--- config.mk ---
export PLATFORM = sky130hd
export DESIGN_NAME = id_stage_param
export DESIGN_NICKNAME = d
export VERILOG_FILES = /design/src/rtl/id_stage_param.sv
export SDC_FILE = /design/constraint.sdc
export NUM_CORES = 2
export LEC_CHECK = 0
export ABC_CLOCK_PERIOD_IN_PS = 4900
export CAP_MARGIN = 20
export CORE_UTILIZATION = 51
export DETAILED_ROUTE_END_ITERATION = 8
export GPL_ROUTABILITY_DRIVEN = 0
export PLACE_DENSITY = 0.76
export SLEW_MARGIN = 20
export SYNTH_ARGS = -nofsm -noshare
export SYNTH_HDL_FRONTEND = slang
export SYNTH_SLANG_ARGS = --single-unit
--- constraint.sdc ---
create_clock -name clock -period 4.9 [get_ports clock]
set_input_delay 0.98 -clock clock [delete_from_list [all_inputs] [get_ports clock]]
set_output_delay 0.98 -clock clock [all_outputs]
set_load 0.03 [all_outputs]
--- src/rtl/id_stage_param.sv ---
// rtl/id_stage_param.sv - MIPS decode stage: register file, immediate extension, pipeline output register
module id_stage_param #(
    parameter int XLEN     = 32,
    parameter int NREGS    = 32,
    parameter int PCW      = 10,
    parameter int WB_PORTS = 1
) (
    input  logic                     clock,
    input  logic                     reset,
    input  logic [31:0]              ip_instruction,
    input  logic [PCW-1:0]           ip_PC_plus_4,
    input  logic                     ip_valid,
    input  logic                     ip_stall,
    input  logic                     ip_hold,
    input  logic                     ip_flush,
    input  logic [WB_PORTS-1:0]      ip_wb_we,
    input  logic [5*WB_PORTS-1:0]    ip_wb_addr,
    input  logic [XLEN*WB_PORTS-1:0] ip_wb_data,
    output logic                     op_valid,
    output logic [5:0]               op_opcode,
    output logic [5:0]               op_function_opcode,
    output logic [PCW-1:0]           op_PC_plus_4,
    output logic [XLEN-1:0]          op_read_data_1,
    output logic [XLEN-1:0]          op_read_data_2,
    output logic [XLEN-1:0]          op_immediate,
    output logic [4:0]               op_dest_reg_R_type,
    output logic [4:0]               op_dest_reg_I_type,
    output logic [4:0]               op_dec_rs,
    output logic [4:0]               op_dec_rt
);

    localparam int IW = $clog2(NREGS);

    logic [XLEN-1:0] regs [NREGS];

    // Returns {hit, data}; later ports override earlier ones so port 1 wins.
    function automatic logic [XLEN:0] wb_match(
        input logic [IW-1:0]              idx,
        input logic [WB_PORTS-1:0]        we,
        input logic [5*WB_PORTS-1:0]      addr,
        input logic [XLEN*WB_PORTS-1:0]   data
    );
        logic [XLEN:0] r;
        r = '0;
        for (int k = 0; k < WB_PORTS; k++) begin
            if (we[k] && idx != '0 && addr[5*k +: IW] == idx)
                r = {1'b1, data[XLEN*k +: XLEN]};
        end
        return r;
    endfunction

    logic [IW-1:0]   rs_idx, rt_idx, held_rs_idx, held_rt_idx;
    logic [XLEN:0]   rs_m, rt_m, held_rs_m, held_rt_m;
    logic [XLEN-1:0] rd1_new, rd2_new, imm_ext;
    logic [63:0]     imm_w;
    logic [5:0]      opcode;
    logic [15:0]     imm16;

    assign opcode      = ip_instruction[31:26];
    assign imm16       = ip_instruction[15:0];
    assign rs_idx      = ip_instruction[21 +: IW];
    assign rt_idx      = ip_instruction[16 +: IW];
    assign held_rs_idx = op_dec_rs[IW-1:0];
    assign held_rt_idx = op_dec_rt[IW-1:0];

    always_comb begin
        rs_m      = wb_match(rs_idx, ip_wb_we, ip_wb_addr, ip_wb_data);
        rt_m      = wb_match(rt_idx, ip_wb_we, ip_wb_addr, ip_wb_data);
        held_rs_m = wb_match(held_rs_idx, ip_wb_we, ip_wb_addr, ip_wb_data);
        held_rt_m = wb_match(held_rt_idx, ip_wb_we, ip_wb_addr, ip_wb_data);

        rd1_new = '0;
        if (rs_idx != '0)
            rd1_new = rs_m[XLEN] ? rs_m[XLEN-1:0] : regs[rs_idx];
        rd2_new = '0;
        if (rt_idx != '0)
            rd2_new = rt_m[XLEN] ? rt_m[XLEN-1:0] : regs[rt_idx];
    end

    // Logical immediates zero-extend, LUI shifts, everything else sign-extends.
    always_comb begin
        imm_w = {{48{imm16[15]}}, imm16};
        case (opcode)
            6'h0C, 6'h0D, 6'h0E: imm_w = {48'b0, imm16};
            6'h0F:               imm_w = {32'b0, imm16, 16'b0};
            default:             imm_w = {{48{imm16[15]}}, imm16};
        endcase
        imm_ext = imm_w[XLEN-1:0];
    end

    always_ff @(posedge clock or negedge reset) begin
        if (!reset) begin
            for (int i = 0; i < NREGS; i++)
                regs[i] <= XLEN'(i);
        end else begin
            for (int k = 0; k < WB_PORTS; k++) begin
                if (ip_wb_we[k] && ip_wb_addr[5*k +: IW] != '0)
                    regs[ip_wb_addr[5*k +: IW]] <= ip_wb_data[XLEN*k +: XLEN];
            end
        end
    end

    always_ff @(posedge clock or negedge reset) begin
        if (!reset) begin
            op_valid           <= 1'b0;
            op_opcode          <= '0;
            op_function_opcode <= '0;
            op_PC_plus_4       <= '0;
            op_read_data_1     <= '0;
            op_read_data_2     <= '0;
            op_immediate       <= '0;
            op_dest_reg_R_type <= '0;
            op_dest_reg_I_type <= '0;
            op_dec_rs          <= '0;
            op_dec_rt          <= '0;
        end else if (ip_flush || (ip_stall && !ip_hold)) begin
            op_valid           <= 1'b0;
            op_opcode          <= '0;
            op_function_opcode <= '0;
            op_PC_plus_4       <= '0;
            op_read_data_1     <= '0;
            op_read_data_2     <= '0;
            op_immediate       <= '0;
            op_dest_reg_R_type <= '0;
            op_dest_reg_I_type <= '0;
            op_dec_rs          <= '0;
            op_dec_rt          <= '0;
        end else if (ip_hold) begin
            // Held operands must not go stale while write-back keeps retiring.
            if (held_rs_m[XLEN])
                op_read_data_1 <= held_rs_m[XLEN-1:0];
            if (held_rt_m[XLEN])
                op_read_data_2 <= held_rt_m[XLEN-1:0];
        end else begin
            op_valid           <= ip_valid;
            op_opcode          <= opcode;
            op_function_opcode <= ip_instruction[5:0];
            op_PC_plus_4       <= ip_PC_plus_4;
            op_read_data_1     <= rd1_new;
            op_read_data_2     <= rd2_new;
            op_immediate       <= imm_ext;
            op_dest_reg_R_type <= ip_valid ? ip_instruction[15:11] : 5'd0;
            op_dest_reg_I_type <= ip_valid ? ip_instruction[20:16] : 5'd0;
            op_dec_rs          <= ip_instruction[25:21];
            op_dec_rt          <= ip_instruction[20:16];
        end
    end

endmodule

* Yosys cells after proc, flatten, opt, wreduce, memory -nomap -nowiden
Index checks and enable logic that the tools add are counted.
** Word-level totals
- Bits in registers :: 1163
** Cells by class
- Order comparisons :: 4
- Equal/unequal tests :: 11
- Multiplexer cells :: 44
- Bitwise gates (word level) :: 3
- Reduce and logical (&&, ||, !) cells :: 19
** Operator list (number)
- bitwise mux 1024 bit :: 1
- two-way mux 32 bit :: 17
- binary-select mux 32 bit (select 5 bit) :: 2
- demux 32 bit (select 5 bit) :: 1
- two-way mux 33 bit :: 4
- one-hot mux 32 bit (2 select lines) :: 1
- two-way mux 5 bit :: 10
- nonzero test 5 bit :: 5
- equality test 6 x 4 -> 1 bit (second input constant) :: 4
- two-way mux 6 bit :: 4
- equality test 5 bit :: 4
- two-way mux 10 bit :: 2
- greater-or-equal comparator 6 bit (second input constant) :: 3
- NOT 5 -> 6 bit :: 3
- logical AND 1 bit :: 11
- < comparator 6 x 1 -> 1 bit (second input constant) :: 1
- inequality test 3 x 1 -> 1 bit (second input constant) :: 2
- OR reduction 3 bit :: 1
- two-way mux 1 bit :: 2
- inequality test 2 x 1 -> 1 bit (second input constant) :: 1
- logical NOT 1 bit :: 1
- logical OR 1 bit :: 1

* Longest topological paths before layout
- Depth in word-level cells :: 8
- Mapped depth :: 12

* Least setup slack after synthesis
OpenSTA, ideal clock, no wires.
- Kind :: input-to-reg
- Start :: input port ip_instruction[16]
- End :: register op_read_data_2[11]
- Library setup time :: 0.121 ns
- Arrival time :: 3.052 ns
- Slack :: 1.727 ns
- Stages on the path :: 7
- Path through :: buf_2 > clkbuf_1 > mux4_2 > mux2i_1 > o22ai_1 > or4_1 > a22o_1
** On the way
- Word-level cells in the longest chain between the ends :: 8
** Ends and longest elaborated chain
- from (decl) :: line 10 : input logic [31:0] ip_instruction,
- NOT 5 -> 6 bit (not written as such) / nonzero test 5 bit (equally long branches) :: line 77, 46, 76
- binary-select mux 32 bit (select 5 bit) / logical AND 1 bit (equally long branches) :: line 77, 46
- two-way mux 32 bit (not written as such) / logical AND 1 bit (equally long branches) :: line 77, 46
- two-way mux 32 bit (not written as such) / two-way mux 33 bit (equally long branches) :: line 77, 46
- two-way mux 32 bit :: line 77 : rd2_new = rt_m[XLEN] ? rt_m[XLEN-1:0] : regs[rt_idx];
- two-way mux 32 bit * :: line 76 : if (rt_idx != '0)
- two-way mux 32 bit * :: line 128 : end else if (ip_hold) begin
- two-way mux 32 bit * :: line 116 : end else if (ip_flush || (ip_stall && !ip_hold)) begin
- to (signal assigned) :: line 133 : op_read_data_2 <= held_rt_m[XLEN-1:0];
- to (signal assigned) :: line 140 : op_read_data_2 <= rd2_new;
- to (decl) :: line 24 : output logic [XLEN-1:0] op_read_data_2,
Every way passes the cells marked *; elsewhere a longest branch is shown, timed or not. The select of a mux whose other input is x is not followed.
A chain may end at the register's enable or synchronous reset.

* Worst setup path in the final report
- Start :: input port ip_wb_addr[3]
- End :: register op_read_data_2[16]
** On the way
- Word-level cells in the longest chain between the ends :: 7
** Ends and longest elaborated chain
- from (decl) :: line 17 : input logic [5*WB_PORTS-1:0] ip_wb_addr,
- equality test 5 bit :: line 46 : if (we[k] && idx != '0 && addr[5*k +: IW] == idx)
- logical AND 1 bit :: line 46
- two-way mux 33 bit :: line 46
- two-way mux 32 bit :: line 77
- two-way mux 32 bit :: line 76
- two-way mux 32 bit :: line 128
- two-way mux 32 bit :: line 116
Parallel ways exist; a longest one is shown, timed or not. The select of a mux whose other input is x is not followed.

==> qor.yml <==
place_inst: 5764
layout-drive-gt1-share: 0.4639
layout.nets: 4373
core_area_sq_mm: 0.1184
grt_max_degree: 113
gr-usage-all-layers: 0.3265
postCtsHoldBufs: 0
cts-root-buf: "clkbuf_16"
synth_top_family_by_area: "multiplexers"
skew_ns: 0.04619
syn_avg_cell_area_sq_um: 14.48
syn-num-nets: 4299
die_area_sq_mm: 0.1210
p_leak_nw: 29.74
grt_setup_unrepaired: "no"
final_common_cell: "dfrtp_1"
hold_path.class: "in2async"
cp.arrival_ns: 4.39
synthMuxAreaShare: 0.4088
critPathRequiredTime_ns: 5.54
fin_setup_tns_ns: 0
cts_tree: "done"
crit_chain: "clkdlybuf4s50_1, or3_1, o21ai_0, nor3_1, buf_4, nor2_4, a22oi_1, o21ai_0"
die_h_um: 347.9
synth_cell_types: 60
reg2reg_depth: 6
area_delta_synth_final_pct: 14.04
synth-compound-area-share: 0.04689
cts_inserted_buffers: 121
cpMostUsedCell: "o21ai_0"
clk_latency_ns: 0.75
pwr_density_cell_mw_per_mm2: 401.1
cap_viol_max_count: 0
final_antenna_net_count: 0
netlist_instances: 4213
htreeDepth: 3
final-hold-violation-count: 0
outcome: "finished, final reports clean"
cp_num_buf_inv: 2
crit_family: "simple AND/OR/NAND/NOR gates"
cts_resized: 0
ys_ff_latch: 1163
wl_per_cell_um: 32.82
portBuffers: 224
grt_pass1_wl_um: 290600
num_vias: 41776
slew-limit-headroom: 0.2561
async_reset_ff_frac: 1.000
grt_pass1_vias: 42101
clock_path_buffers: 3
final.period_utilization: 0.7657
synth_xor_xnor_area_share: 0.002871
final_area_sq_mm: 0.06959
fin_crit_ns: 3.752
peakVddDrop_mv: 0.3340
final_max_slew_viol_count: 0
synth_edf_count: 0
synth-seq-area-share: 0.4786
routed_wl_um: 196900
pre_cts_slack_ns: 0.5608
worstSetupStartpointType: "input port"
clk_pin_slew_worst_paths_ns: 0.06
antenna_found_initial: 16
synth_area_sq_mm: 0.06102
overflow: 0
rows: 126
yosysWarnings: 0
crit_path_end_kind: "flop"
setup_slack_ns: 1.148
ios: 225
drc: 0
synth_simple_gate_area_frac: 0.02963
cts.sinks: 1163
worst_pin_slew_ns: 1.113
setup_viol: 0
dr.first_iter.drc_count: 5457
crit_slowest_cell: "nor2_4"
place_area_sq_mm: 0.06541
path_class: "in2reg"
worstSetupPathDepth: 8
viasPerCell: 6.964
dp_hpwl_um: 124300
utilization: 0.5878
final_cells: 5999
post_cts_buffers: 0
slowest_delay_ns: 0.83
first_pass_iters: 8
synthAdderAreaFrac: 0
synth_ff_type: "dfrtp_1"
fmax_mhz: 266.5
cp_max_fo: 30
start_util: 0.5154
mostFrequentLayoutCells: "dfrtp_1, mux2_2, mux4_2"
die_w_um: 347.9
final timing paths:
path / startpoint / end / slack, ns
worst max-delay path: ip_wb_addr[3] / op_read_data_2[16] / 1.15
worst min-delay path: reset / regs[43] / 0.33
worst max register to register: op_dec_rs[1] / op_read_data_1[14] / 2.12
worst min register to register: regs[1020] / regs[1020] / 0.40
max in group asynchronous: reset / regs[498] / 3.36
min in group clock: regs[1020] / regs[1020] / 0.40
power by group:
group          internal, mW  switching, mW  total [mW]
Sequential             11.4           1.33        12.7
Clock                  5.66           3.97        9.63
Combinational          3.21           2.38        5.59
Total                  20.2           7.68        27.9
cell type report:
cell class	count	area, sq um
diodes	8	20.02
clock buffers	193	3681
clock inverters	34	491.7
fillers	9015	48810
inverters	5	18.77
multi-input cells	2577	30020
flip-flops and latches	1163	29200
well taps	1600	2002
repair buffers	419	4154
synthesized netlist by cell type (28+ instances only):
master / n / area, sq um
dfrtp_1: 1083 / 27100
mux2i_1: 279 / 2793
o22ai_1: 54 / 337.8
nand3_1: 28 / 140.1
mux4_2: 475 / 10700
a22o_1: 35 / 306.5
nand2_1: 78 / 292.8
a22oi_1: 49 / 367.9
a221oi_1: 30 / 262.8
clkbuf_1: 278 / 1044
nor4_1: 40 / 250.2
o21ai_0: 103 / 515.5
a21oi_1: 72 / 360.4
buf_4: 30 / 225.2
a211oi_1: 39 / 292.8
buf_1: 77 / 289.0
nor2_1: 101 / 379.1
dfstp_2: 80 / 2102
buf_2: 76 / 380.4
mux2_2: 1017 / 11450
cell families after synthesis:
family / Yosys count
flip-flops: 1163
multiplexers: 1771
buffers and inverters: 473
AND/OR/NAND/NOR: 356
XOR/XNOR: 20
AO/OA/AOI/OAI: 430
metrics by stage:
stage | power, mW | hold WS, ns
final | 27.91 | 0.3340
after global placement | 18.01 | 0.3771
after global routing | 28.87 | 0.3852
after floorplan | 16.36 | 0.4413
after CTS | 27.88 | 0.3462
after detailed placement | 18.28 | 0.3850
flip-flops by register name (all words and copies together), names as in the netlist:
register            flops
op_valid                1
op_PC_plus_4           10
op_opcode               6
op_read_data_2         32
op_read_data_1         32
op_dest_reg_I_type      5
op_dec_rs               5
op_dec_rt               5
op_immediate           32
op_function_opcode      6
op_dest_reg_R_type      5
regs                 1024
metal layers:
metal | wire length (um) | part of all wire | track usage
met1 | 75650 | 0.38 | 0.4426
met2 | 86350 | 0.44 | 0.4730
met3 | 24330 | 0.12 | 0.1165
met4 | 10280 | 0.052 | 0.1446
met5 | 268 | 0.0014 | 0.004002
(Power assumes the default switching activity.)
